==> src/rtl/adpll_cfg_sequencer.sv <==
// adpll_cfg_sequencer: bring-up and lock supervisor for adpll_top.
// Keeps shadow copies of the six tuning parameters and programs them
// serially after a clear. It then releases the ADPLL reset and compares
// clk_ref and fb_clk edge counts over fixed windows to report lock,
// lock loss and timeout.
// Optional build macro: ADPLL_AUTO_RELOCK_EN. When it is defined, a lost
// lock re-runs the full sequence instead of parking in FAULT.
module adpll_cfg_sequencer #(
  parameter int         WIN_REF_EDGES   = 16,
  parameter int         TOL             = 1,
  parameter int         LOCK_WINDOWS    = 4,
  parameter int         TIMEOUT_WINDOWS = 64,
  parameter logic [4:0] DEF_NDIV        = 5'd0,
  parameter logic [4:0] DEF_ALPHA       = 5'd2,
  parameter logic [4:0] DEF_BETA        = 5'd3,
  parameter logic [4:0] DEF_OFFSET      = 5'd8,
  parameter logic [4:0] DEF_THRESH      = 5'd12,
  parameter logic [4:0] DEF_KDCO        = 5'd1
) (
  input  logic       clk,
  input  logic       rst,
  input  logic       start,
  input  logic       host_we,
  input  logic [2:0] host_sel,
  input  logic [4:0] host_data,
  input  logic       clk_ref,
  input  logic       fb_clk,
  output logic       adpll_rst,
  output logic       adpll_clr,
  output logic       adpll_program,
  output logic [2:0] adpll_param_sel,
  output logic [4:0] adpll_pgm_value,
  output logic       busy,
  output logic       locked,
  output logic       lock_lost,
  output logic       timeout
);

  localparam logic [2:0] S_IDLE   = 3'd0;
  localparam logic [2:0] S_CLR    = 3'd1;
  localparam logic [2:0] S_PROG   = 3'd2;
  localparam logic [2:0] S_MEAS   = 3'd3;
  localparam logic [2:0] S_LOCKED = 3'd4;
  localparam logic [2:0] S_FAULT  = 3'd5;
`ifdef ADPLL_AUTO_RELOCK_EN
  localparam logic [2:0] S_LOST   = 3'd6;
`endif

  // Saturating 8-bit increment for all edge and window counters.
  function automatic logic [7:0] sat_inc8(input logic [7:0] v, input logic inc);
    if (inc && (v != 8'hFF)) return v + 8'd1;
    return v;
  endfunction

  // Magnitude of the fb/ref edge count difference.
  function automatic logic [8:0] abs_diff(input logic [7:0] a, input logic [7:0] b);
    logic signed [8:0] d;
    d = $signed({1'b0, a}) - $signed({1'b0, b});
    return (d < 0) ? 9'(-d) : 9'(d);
  endfunction

  logic [2:0] state;
  logic [2:0] prog_k;
  logic [4:0] shadow [0:5];

  logic ref_p0, ref_p1, ref_p2;
  logic fb_p0, fb_p1, fb_p2;
  logic [7:0] ref_cnt, fb_cnt, good_cnt, win_cnt;

  logic       ref_rise, fb_rise, meas_act, win_close, win_good, wr_ok, go_clr, relock_go;
  logic [7:0] ref_nxt, fb_nxt, good_nxt, win_nxt;

  // p0/p1: two-flop synchronizers; p2: previous level for rising-edge detect
  always_ff @(posedge clk) begin
    if (rst) begin
      ref_p0 <= 1'b0; ref_p1 <= 1'b0; ref_p2 <= 1'b0;
      fb_p0  <= 1'b0; fb_p1  <= 1'b0; fb_p2  <= 1'b0;
    end else begin
      ref_p0 <= clk_ref; ref_p1 <= ref_p0; ref_p2 <= ref_p1;
      fb_p0  <= fb_clk;  fb_p1  <= fb_p0;  fb_p2  <= fb_p1;
    end
  end

  assign ref_rise  = ref_p1 & ~ref_p2;
  assign fb_rise   = fb_p1 & ~fb_p2;
  assign meas_act  = (state == S_MEAS) || (state == S_LOCKED);
  assign ref_nxt   = sat_inc8(ref_cnt, ref_rise);
  assign fb_nxt    = sat_inc8(fb_cnt, fb_rise);
  assign win_close = meas_act && (ref_nxt == 8'(WIN_REF_EDGES));
  assign win_good  = abs_diff(fb_nxt, ref_nxt) <= 9'(TOL);
  assign good_nxt  = win_good ? sat_inc8(good_cnt, 1'b1) : 8'd0;
  assign win_nxt   = sat_inc8(win_cnt, 1'b1);
  assign wr_ok     = host_we && (host_sel <= 3'd5) && !busy;

`ifdef ADPLL_AUTO_RELOCK_EN
  assign relock_go = (state == S_LOST);
`else
  assign relock_go = 1'b0;
`endif

  assign go_clr = relock_go ||
                  (start && ((state == S_IDLE) || (state == S_LOCKED) || (state == S_FAULT)));

  // Window counters: idle outside MEASURE/LOCKED, restart after each close.
  always_ff @(posedge clk) begin
    if (rst || !meas_act) begin
      ref_cnt <= 8'd0; fb_cnt <= 8'd0; good_cnt <= 8'd0; win_cnt <= 8'd0;
    end else if (win_close) begin
      ref_cnt  <= 8'd0;
      fb_cnt   <= 8'd0;
      good_cnt <= good_nxt;
      win_cnt  <= win_nxt;
    end else begin
      ref_cnt <= ref_nxt;
      fb_cnt  <= fb_nxt;
    end
  end

  // Shadow parameter bank; host writes are dropped while a sequence runs.
  always_ff @(posedge clk) begin
    if (rst) begin
      shadow[0] <= DEF_NDIV;   shadow[1] <= DEF_ALPHA;  shadow[2] <= DEF_BETA;
      shadow[3] <= DEF_OFFSET; shadow[4] <= DEF_THRESH; shadow[5] <= DEF_KDCO;
    end else begin
      for (int i = 0; i < 6; i++)
        if (wr_ok && (host_sel == 3'(i))) shadow[i] <= host_data;
    end
  end

  // Sequencer FSM with registered outputs.
  always_ff @(posedge clk) begin
    if (rst) begin
      state           <= S_IDLE;
      prog_k          <= 3'd0;
      adpll_rst       <= 1'b1;
      adpll_clr       <= 1'b0;
      adpll_program   <= 1'b0;
      adpll_param_sel <= 3'd0;
      adpll_pgm_value <= 5'd0;
      busy            <= 1'b0;
      locked          <= 1'b0;
      lock_lost       <= 1'b0;
      timeout         <= 1'b0;
    end else begin
      lock_lost <= 1'b0;
      adpll_clr <= 1'b0;
      if (go_clr) begin
        state         <= S_CLR;
        prog_k        <= 3'd0;
        adpll_clr     <= 1'b1;
        adpll_rst     <= 1'b1;
        adpll_program <= 1'b0;
        busy          <= 1'b1;
        locked        <= 1'b0;
        timeout       <= 1'b0;
      end else begin
        case (state)
          S_CLR: begin
            state           <= S_PROG;
            prog_k          <= 3'd0;
            adpll_program   <= 1'b1;
            adpll_param_sel <= 3'd0;
            adpll_pgm_value <= shadow[0];
          end
          S_PROG: begin
            if (prog_k == 3'd5) begin
              state         <= S_MEAS;
              adpll_program <= 1'b0;
              adpll_rst     <= 1'b0;
            end else begin
              prog_k          <= prog_k + 3'd1;
              adpll_param_sel <= prog_k + 3'd1;
              adpll_pgm_value <= shadow[prog_k + 3'd1];
            end
          end
          S_MEAS: begin
            if (win_close) begin
              if (good_nxt == 8'(LOCK_WINDOWS)) begin
                state  <= S_LOCKED;
                locked <= 1'b1;
                busy   <= 1'b0;
              end else if (win_nxt == 8'(TIMEOUT_WINDOWS)) begin
                state   <= S_FAULT;
                timeout <= 1'b1;
                busy    <= 1'b0;
              end
            end
          end
          S_LOCKED: begin
            if (win_close && !win_good) begin
              lock_lost <= 1'b1;
              locked    <= 1'b0;
`ifdef ADPLL_AUTO_RELOCK_EN
              state     <= S_LOST;
`else
              state     <= S_FAULT;
`endif
            end
          end
          default: ;
        endcase
      end
    end
  end

endmodule

==> config.mk <==
export PLATFORM = sky130hd
export DESIGN_NAME = adpll_cfg_sequencer
export DESIGN_NICKNAME = d
export VERILOG_FILES = /design/src/rtl/adpll_cfg_sequencer.sv
export SDC_FILE = /design/constraint.sdc
export NUM_CORES = 1
export LEC_CHECK = 0
export ABC_AREA = 1
export BUFFER_PORTS_ARGS = -buffer_cell sky130_fd_sc_hd__buf_2
export CORE_AREA = 8 8 145 79
export DETAILED_ROUTE_END_ITERATION = 10
export DIE_AREA = 0 0 153 87
export PLACE_DENSITY_LB_ADDON = 0.1
export SLEW_MARGIN = 20
export SYNTH_ARGS = -nofsm -noshare
export SYNTH_HDL_FRONTEND = slang
export SYNTH_SLANG_ARGS = --single-unit
==> constraint.sdc <==
create_clock -name clk -period 8.5 [get_ports clk]
set_input_delay 0.425 -clock clk [delete_from_list [all_inputs] [get_ports clk]]
set_output_delay 0.425 -clock clk [all_outputs]
set_load 0.05 [all_outputs]
==> impl_metrics.csv, run 1 <==
group,metric,value,unit
run_status,status,"finished clean",
floorplan,die_h,87,µm
final_layout,mostFrequentLayoutCells,"140 x nand2_1, 110 x inv_1, 102 x nor2_1, 59 x dfxtp_1, 50 x nand3_1",
drt,top_layer_used,"met4",
placed_design,numPortBuffers,28,
final_layout,finalCoreUtilization,61.0,%
placed_design,dpl_worst_slack,4480,ps
drt,drt-met1-wl,7.01,mm
final_layout,area_delta_synth_final,10.1,%
critical_path,critPathLaunchType,"flip-flop",
timing,hold_viol,0,
drt,ant_nets,0,
cts,cts_buffers,9,
synth,ys_ff_latch,89,
cts,cts_setup_buffers,0,
global_route,grt_max_degree,22,
placed_design,hpwl,10.1,mm
critical_path,crit_fanout,21,
synth,yosys_warnings,0,
critical_path,cp.arrival,4380,ps
critical_path,crit_path_end_kind,"flip-flop",
synth,syn-num-nets,768,
cts,cts_resized,0,
floorplan,initial_utilization,55.4,%
cts,ctsHoldBuffers,0,
timing,setup_viol,0,
floorplan,coreArea,0.00966,mm²
critical_path,cp_data_required_time,8710,ps
synth,synth_cells,740,
global_route,grt_antenna_before_repair,0,
final_layout,drive_gt1_share,13.2,%
timing,worst-slew-pin-transition,727,ps
timing,final-max-slew-violation-count,0,
cts,clkLatencyLatePin,340,ps
global_route,grt_pass1_vias,4316,
drt,num_vias,4851,
global_route,global_route.overflow_total,0,
synth,syn_area_per_cell,7.23,µm²
pwr,power_leakage,2.62,nW
pwr,vdd_ir_drop_max,108,µV
cts,clock_sinks,89,
synth,synth_top_area_share,22.1,%
pwr,powerDensity,203,mW/mm²
floorplan,io_pins,29,
synth,seq_area_frac_synth,38.9,%
placed_design,dpl-instance-area,0.00559,mm²
critical_path,crit_type,"reg -> reg",
drt,met2_length,4.78,mm
final_layout,fin_nets,793,
synth,yosys-top-cells-area,"dfxtp_1 22%, edfxtp_1 17%, nand2_1 9.8%",
final_layout,final_cell_area,0.00589,mm²
synth,netlist_area,0.00535,mm²
floorplan,die_w,153,µm
job,drv_cap,0,
drt,routedWlPerCell,14.5,µm
drt,met3_length,1.08,mm
global_route,grtUsageTotal,19.9,%
drt,route.detailed.drc,0,
min_path,hp-class,"in -> reg",
cts,ctsRootBufferMaster,"clkbuf_16",
cts,h-tree-depth,3,
timing,fin_crit,4170,ps
floorplan,die-area,0.0133,mm²
floorplan,rows,26,
synth,yosys.area.top_type,"dfxtp_1",
final_layout,layout_commonest_cell,"nand2_1",
cts,clk_path_buf_depth,2,
timing,setup_slack,4330,ps
drt,avgViaCountPerCell,5.41,
timing,fin_tns_setup,0,ps
drt,firstDrtPassIters,5,
placed_design,gp_routability_congestion,0.865,
timing,clock_skew,10.0,ps
synth,synth.distinct_cells,40,
global_route,grt_pass1_wl,21.4,mm
cts,clkSlewWorstSetupHoldPaths,60,ps
timing,rsz0062_at_grt,"false",
final_layout,diodes,0,
cts,cts_tree,"done",
drt,wl,13.0,mm
timing,slew_headroom,51.4,%
timing,fmax,240,MHz
drt,drtIter0Drc,316,
timing,fin_crit_sh,49.0,%
-- logic make-up (layout without fill, tap and decap cells) --
family / after synthesis / after routing / synth area share [%]
AND/OR/NAND/NOR: 380 / 380 / 34.4
flip-flops: 89 / 89 / 38.9
AO/OA/AOI/OAI: 108 / 108 / 10.9
XOR/XNOR: 18 / 18 / 2.95
adder cells (fa/ha/maj): 14 / 14 / 3.41
buffers and inverters: 130 / 160 / 9.24
multiplexers: 1 / 1 / 0.187
-- area by class of cell --
class,instances,area (µm²)
fillers,878,3770
multi-input cells,521,2780
flip-flops and latches,89,2080
inverters,116,438
clock buffers,9,225
well taps,126,158
repair buffers,28,140
clock inverters,7,73.8
-- synthesized netlist by cell type (all sizes together) --
cell type  instances
mux2i              1
or2                1
nor3b              1
a31oi              6
buf                3
nand3             55
nand2            175
ha                13
nor3              11
dfxtp             59
a21oi             44
or4                1
o31ai              2
o22ai              5
nor2             112
xnor2              5
nand4             20
a2111oi            1
o21ai             45
o21a               1
xor2              13
and3               1
fa                 1
a211oi             4
edfxtp            30
nor4               2
clkbuf            11
inv              116
and2               1
-- metrics by stage --
stage	instances	hold slack, ps	total power [mW]
after CTS	896	280	1.20
after global placement	880	392	0.798
after floorplan	740	388	0.731
final	896	289	1.20
after global routing	896	282	1.26
after detailed placement	880	400	0.802
-- state kept, by name (all words and copies together), names as in the netlist, 3 cells and up, named ones only --
signal	cells
state	3
prog_k	3
adpll_pgm_value	5
adpll_param_sel	3
good_cnt	8
win_cnt	8
fb_cnt	6
ref_cnt	8
shadow	30
-- report_power, final --
part	internal [mW]	switching (mW)	total (mW)	leakage (nW)
Clock	0.230	0.169	0.399	0.145
Sequential	0.469	0.0206	0.490	0.765
Combinational	0.0822	0.226	0.308	1.71
Total	0.782	0.416	1.20	2.62
-- worst max-delay path, stage by stage (launching register included) --
cell and delay [ps]:
dfxtp_1 400, ha_1 260, nand3_2 110, inv_2 110
nand2_2 110, nand2_4 120, mux2i_1 520, nand3_1 230
nor2_1 280, nand3_1 470, inv_1 670, nand2_1 250
nand2_1 130, nor2_1 60, nor4_1 210, a21oi_1 110
-- metal layers --
metal	track usage, %	up-vias
met3	4.06	10
met1	31.7	2214
met2	26.4	178
li1	-	2449
met5	0	-
met4	3.21	0
-- path summary, 6_finish.rpt --
path / end / depth (start not counted) / slack, ps / start
setup / recovery: state[0] / 15 / 4330 / ref_cnt[0]
hold / removal: ref_p0 / 3 / 290 / clk_ref
setup reg to reg: state[0] / 15 / 4330 / ref_cnt[0]
hold reg to reg: ref_p1 / 2 / 410 / ref_p0
Power figures use the tool's default switching activity.
==> inputs of run 2 (changes only) <==
--- a/config.mk
+++ b/config.mk
@@ -5,7 +5,7 @@
 export SDC_FILE = /design/constraint.sdc
 export NUM_CORES = 1
 export LEC_CHECK = 0
-export ABC_AREA = 1
+export ABC_AREA = 0
 export BUFFER_PORTS_ARGS = -buffer_cell sky130_fd_sc_hd__buf_2
 export CORE_AREA = 8 8 145 79
 export DETAILED_ROUTE_END_ITERATION = 10
==> constraint.sdc (replaced) <==
create_clock -name clk -period 3.4 [get_ports clk]
set_input_delay 0.17 -clock clk [delete_from_list [all_inputs] [get_ports clk]]
set_output_delay 0.17 -clock clk [all_outputs]
set_load 0.05 [all_outputs]
==> run 2 against run 1 <==
The flow now finishes with violations (setup timing). Clock power grew to 2.5 times the previous value. Sequential share of layout area shrank 3.8 points. Non-clock buffer count grew 96. Die area is the same. Count of clock-buffer cells in the layout grew 3. Cell area grew 12%. Critical path depth grew 1. Area after synthesis shrank 5.6%. Flip-flop and latch count is the same. Wire length grew 12%. Worst setup slack lost 5100 ps. Clock skew grew 1.2 ps.
==> impl_metrics.csv, run 2 <==
group,metric,value,unit
job,drv_cap,0,
cts,clkLatencyLatePin,350,ps
drt,drtIter0Drc,468,
synth,syn_area_per_cell,9.12,µm²
synth,yosys.area.top_type,"dfxtp_1",
drt,num_vias,4665,
critical_path,cp_data_required_time,3630,ps
cts,h-tree-depth,3,
cts,cts_buffers,9,
drt,ant_nets,0,
run_status,violations,"setup timing",
synth,netlist_area,0.00505,mm²
synth,ys_ff_latch,89,
timing,slew_headroom,39.4,%
critical_path,crit_fanout,8,
global_route,global_route.overflow_total,0,
synth,synth.distinct_cells,71,
cts,clkSlewWorstSetupHoldPaths,70,ps
final_layout,largest_reg_flops,30,
timing,rsz0062_at_grt,"true",
global_route,busiest_layer,"met1",
global_route,grt_antenna_before_repair,0,
final_layout,layout_commonest_cell,"buf_4",
floorplan,io_pins,29,
pwr,power,2.88,mW
global_route,grt_pass1_wl,22.7,mm
synth,synth_ff_type,"dfxtp_1",
synth,synth_common_cells,"66 x nor2_1, 59 x dfxtp_1, 46 x nand2_1",
synth,synth_edf_count,30,
final_layout,instances_no_fill,800,
pwr,power_leakage,2.62,nW
min_path,hp-class,"in -> reg",
timing,setup_viol,15,
floorplan,rows,26,
placed_design,gp_routability_congestion,0.934,
pwr,powerDensity,434,mW/mm²
drt,route.detailed.drc,0,
cts,clock_sinks,89,
critical_path,critPathLaunchType,"flip-flop",
global_route,met3_usage,5.54,%
global_route,use_met2,30.6,%
timing,hold_viol,0,
global_route,grt_max_degree,34,
final_layout,fin_nets,697,
floorplan,die-area,0.0133,mm²
critical_path,crit_path_end_kind,"flip-flop",
timing,fin_crit,4160,ps
cts,cts_tree,"done",
floorplan,initial_utilization,52.3,%
synth,synth_top_area_share,23.4,%
global_route,grt_pass1_vias,4309,
pwr,vdd_ir_drop_max,301,µV
final_layout,drive_gt1_share,31.9,%
critical_path,crit_type,"reg -> reg",
placed_design,hpwl,10.4,mm
floorplan,die_h,87,µm
cts,clk_path_buf_depth,2,
synth,synth_cells,554,
drt,firstDrtPassIters,5,
synth,yosys-top-cells-area,"dfxtp_1 23%, edfxtp_1 18%, nor2_1 4.9%",
placed_design,numPortBuffers,28,
global_route,grtUsageTotal,21.4,%
cts,ctsRootBufferMaster,"clkbuf_16",
global_route,use_met1,31.7,%
placed_design,dpl_worst_slack,-817,ps
final_layout,finalCoreUtilization,68.5,%
drt,wl,14.5,mm
timing,worst-slew-pin-transition,906,ps
timing,fin_crit_sh,122,%
synth,syn-num-nets,582,
run_status,status,"finished, violations left",
floorplan,coreArea,0.00966,mm²
synth,yosys_warnings,0,
drt,avgViaCountPerCell,5.83,
floorplan,die_w,153,µm
critical_path,cp.arrival,4390,ps
timing,clock_skew,11.2,ps
final_layout,regMostFlops,"shadow",
placed_design,place_inst,769,
timing,setup_slack,-757,ps
synth,async_reset_ff_share,0,%
final_layout,diodes,0,
final_layout,mostFrequentLayoutCells,"94 x buf_4, 64 x nor2_1, 55 x dfxtp_1, 44 x nand2_1, 35 x a21oi_1",
drt,routedWlPerCell,18.1,µm
final_layout,area_delta_synth_final,31.0,%
synth,seq_area_frac_synth,41.2,%
timing,final-max-slew-violation-count,0,
synth,yosysMostFrequentCell,"nor2_1",
cts,ctsHoldBuffers,0,
timing,fmax,241,MHz
## run 2: cell count changes in the layout (fill, tap and decap cells not counted), sizes merged, moves of 13 or more
cell   previous run  this run
and2              1        29
and3              1        14
buf              28       124
inv             120        22
nand2           175        46
nand3            55        13
nand4            20         5
nor2            112        66
nor2b             0        16
o21ai            45        25
xnor2             5        19
## run 2: where the power goes
part	switching, mW	total (mW)	internal, mW
Combinational	0.426	0.673	0.247
Sequential	0.0456	1.20	1.16
Clock	0.435	1.00	0.566
Total	0.906	2.88	1.97
## run 2: what timing repair did
item	in CTS	in global routing
hold endpoints to repair	0	0
pin swaps	17	14
endpoints found under the setup margin	15	15
buffers inserted	9	6
gates resized for setup	37	15
## run 2: critical path: stages (launching register included)
cell       delay, ps
dfxtp_2          360
ha_4             130
nand4_1           90
o21a_1           260
xnor2_2          190
ha_2             190
inv_2             40
fa_2             390
a21oi_2          150
inv_1             60
maj3_2           420
a221oi_4         440
a32oi_2          220
a2111oi_4        390
and4bb_4         360
a21oi_2           40
or3_1            300
## run 2: kinds of logic after synthesis
| group | share of synthesized area, % |
|---|---|
| XOR/XNOR | 5.72 |
| flip-flops | 41.2 |
| adder cells (fa/ha/maj) | 4.04 |
| AND/OR/NAND/NOR | 25.5 |
| buffers and inverters | 2.97 |
| multiplexers | 4.51 |
| AO/OA/AOI/OAI | 16.1 |
## run 2: layout make-up
cell class              instances  area [µm²]
clock buffers                  12         268
clock inverters                 4        31.3
fillers                       740        3040
inverters                      19        71.3
multi-input cells             426        3130
flip-flops and latches         89        2090
well taps                     126         158
repair buffers                124         877
## run 2: final timing paths
kind             start        to  slack [ps]  cells after the start
max reg2reg  fb_cnt[0]  state[0]        -760                     16
min reg2reg      fb_p0     fb_p1         440                      1
max          fb_cnt[0]  state[0]        -760                     16
min             fb_clk     fb_p0          30                      2
## run 2: through the flow
step,hold slack (ps),setup TNS [ps],area (µm²)
finish,28.6,-10150,6620
floorplan,287,-6190,5080
global route,36.6,-12620,6620
global placement,378,-7830,5920
CTS,22.8,-8260,6490
detailed placement,386,-10670,5920
## run 2: layer usage
metal / part of all wire (%) / vias to the layer above
li1: - / 2216
met1: 49 / 2206
met2: 41 / 226
met3: 9.4 / 17
met4: 0.86 / 0
met5: 0 / -
==> inputs of run 3 (changes only) <==
--- a/config.mk
+++ b/config.mk
@@ -7,9 +7,9 @@
 export LEC_CHECK = 0
 export ABC_AREA = 0
 export BUFFER_PORTS_ARGS = -buffer_cell sky130_fd_sc_hd__buf_2
-export CORE_AREA = 8 8 145 79
+export CORE_AREA = 8 8 155 84
 export DETAILED_ROUTE_END_ITERATION = 10
-export DIE_AREA = 0 0 153 87
+export DIE_AREA = 0 0 163 92
 export PLACE_DENSITY_LB_ADDON = 0.1
 export SLEW_MARGIN = 20
 export SYNTH_ARGS = -nofsm -noshare
==> run 3 against run 2 <==
The flow still finishes with violations (setup timing). Combinational power fell by 3.1%. Register-to-register slack improved by 30 ps. Critical path depth did not move. Utilization fell by 6.8 points. Critical endpoint is now state[1]. Largest power group unchanged.
==> impl_metrics.csv, run 3 (synthesis results as in run 2) <==
group,metric,value,unit
run_status,status,"finished, violations left",
run_status,violations,"setup timing",
final_layout,finalCoreUtilization,61.7,%
global_route,grt_pass1_wl,22.5,mm
final_layout,regMostFlops,"shadow",
timing,rsz0062_at_grt,"true",
final_layout,layout_commonest_cell,"buf_4",
floorplan,die_h,92,µm
drt,route.detailed.drc,0,
timing,fmax,242,MHz
pwr,swShare,32.8,%
final_layout,largest_reg_flops,30,
timing,hold_ws,29.3,ps
drt,routedWlPerCell,17.3,µm
final_layout,mostFrequentLayoutCells,"91 x buf_4, 66 x nor2_1, 55 x dfxtp_1, 43 x nand2_1, 35 x a21oi_1",
floorplan,io_pins,29,
floorplan,rows,27,
timing,hold_viol,0,
floorplan,die_w,163,µm
critical_path,cp_data_required_time,3590,ps
job,drv_cap,0,
critical_path,rrSetupSlack,-730,ps
pwr,powerDensity,429,mW/mm²
cts,ctsRootBufferMaster,"clkbuf_16",
pwr,pwr-share-clk,34.8,%
pwr,p_int,1.91,mW
pwr,vdd_ir_drop_max,243,µV
timing,clock_skew,10.8,ps
critical_path,cp.arrival,4320,ps
global_route,global_route.overflow_total,0,
cts,clkSlewWorstSetupHoldPaths,80,ps
drt,avgViaCountPerCell,5.59,
placed_design,gp_routability_congestion,0.850,
pwr,power_switching,0.933,mW
final_layout,area_delta_synth_final,31.2,%
timing,fin_crit,4130,ps
critical_path,crit_fanout,5,
timing,fin_crit_sh,121,%
global_route,grt_antenna_before_repair,0,
cts,ctsHoldBuffers,0,
cts,clock_sinks,89,
timing,final-max-slew-violation-count,0,
drt,drtIter0Drc,357,
timing,setup_slack,-730,ps
global_route,grt_max_degree,34,
pwr,p_seq_share,42.3,%
drt,wl,14.1,mm
critical_path,crit_path_end_kind,"flip-flop",
critical_path,critPathLaunchType,"flip-flop",
floorplan,coreArea,0.0107,mm²
cts,cts_tree,"done",
drt,ant_nets,0,
global_route,grt_pass1_vias,4286,
critical_path,crit_type,"reg -> reg",
timing,worst-slew-pin-transition,824,ps
cts,clkLatencyLatePin,340,ps
final_layout,diodes,0,
min_path,hp-class,"in -> reg",
placed_design,hpwl,10.5,mm
cts,h-tree-depth,3,
cts,cts_buffers,9,
drt,num_vias,4579,
placed_design,numPortBuffers,28,
floorplan,initial_utilization,47.0,%
final_layout,drive_gt1_share,32.3,%
final_layout,fin_nets,697,
pwr,power_leakage,2.61,nW
pwr,combPwrFrac,22.9,%
floorplan,die-area,0.0150,mm²
global_route,grtUsageTotal,18.7,%
cts,clk_path_buf_depth,2,
timing,slew_headroom,44.9,%
drt,firstDrtPassIters,5,
timing,setup_viol,15,
[run 3: cell types whose count changed in the layout (fill, tap and decap cells not counted), moves of 2 or more]
cell,delta
nor2_1,+2
buf_6,+3
buf_4,-3
ha_4,-2
nor2_2,-2
inv_8,+2
ha_1,+2
o21ai_1,-2
[run 3: worst max-delay path: stages (launching register included)]
cell       delay [ps]
dfxtp_2           350
ha_4              130
nand4_1           110
o21a_2            270
xnor2_2           190
ha_2              210
inv_2              40
fa_2              370
a21oi_2           150
inv_1              50
maj3_2            380
a221oi_4          420
a32oi_2           190
a2111oi_4         370
nand2_1           160
o41ai_4           460
a211oi_2          120
[run 3: path summary, 6_finish.rpt]
kind                                start        to  depth (start not counted)
worst max register to register  fb_cnt[0]  state[1]                         16
worst min-delay path              clk_ref    ref_p0                          2
worst min register to register      fb_p0     fb_p1                          1
worst max-delay path            fb_cnt[0]  state[1]                         16
[run 3: metrics by stage]
step / total power [mW] / setup slack [ps] / std cells / setup TNS (ps) / cell area [µm²]
floorplan: 1.65 / -578 / 554 / -6190 / 5080
global placement: 1.80 / -690 / 791 / -9150 / 5970
detailed placement: 1.81 / -837 / 791 / -11310 / 5970
CTS: 2.82 / -668 / 816 / -8780 / 6460
global route: 2.96 / -963 / 819 / -12730 / 6630
finish: 2.84 / -730 / 819 / -9540 / 6630
[run 3: final cells by class]
type / instances / area, µm²
Fill cell: 919 / 4110
Multi-Input combinational cell: 426 / 3110
Sequential cell: 89 / 2090
Timing Repair Buffer: 124 / 888
Clock buffer: 9 / 225
Tap cell: 145 / 181
Clock inverter: 7 / 71.3
Inverter: 19 / 71.3
[run 3: repair_timing]
action,in CTS,in global routing
endpoints found under the setup margin,15,15
gates resized for setup,26,30
buffers inserted,9,3
pin swaps,19,26
[run 3: routing by layer]
| metal | vias up | global-route usage (%) | routed length, µm | share of wire (%) |
|---|---|---|---|---|
| li1 | 2225 | - | - | - |
| met1 | 2174 | 28.7 | 7390 | 52 |
| met2 | 171 | 24.7 | 5430 | 38 |
| met3 | 9 | 5.62 | 1200 | 8.5 |
| met4 | 0 | 4.40 | 99 | 0.70 |
| met5 | - | 0 | 0 | 0 |
[run 3: power by group through the flow]
stage / Combinational (mW) / Clock (mW) / Sequential, mW
final: 0.652 / 0.988 / 1.20
after detailed placement: 0.585 / 0 / 1.23
after global routing: 0.709 / 1.04 / 1.21
after floorplan: 0.350 / 0 / 1.30
after global placement: 0.575 / 0 / 1.22
after CTS: 0.613 / 1.00 / 1.20
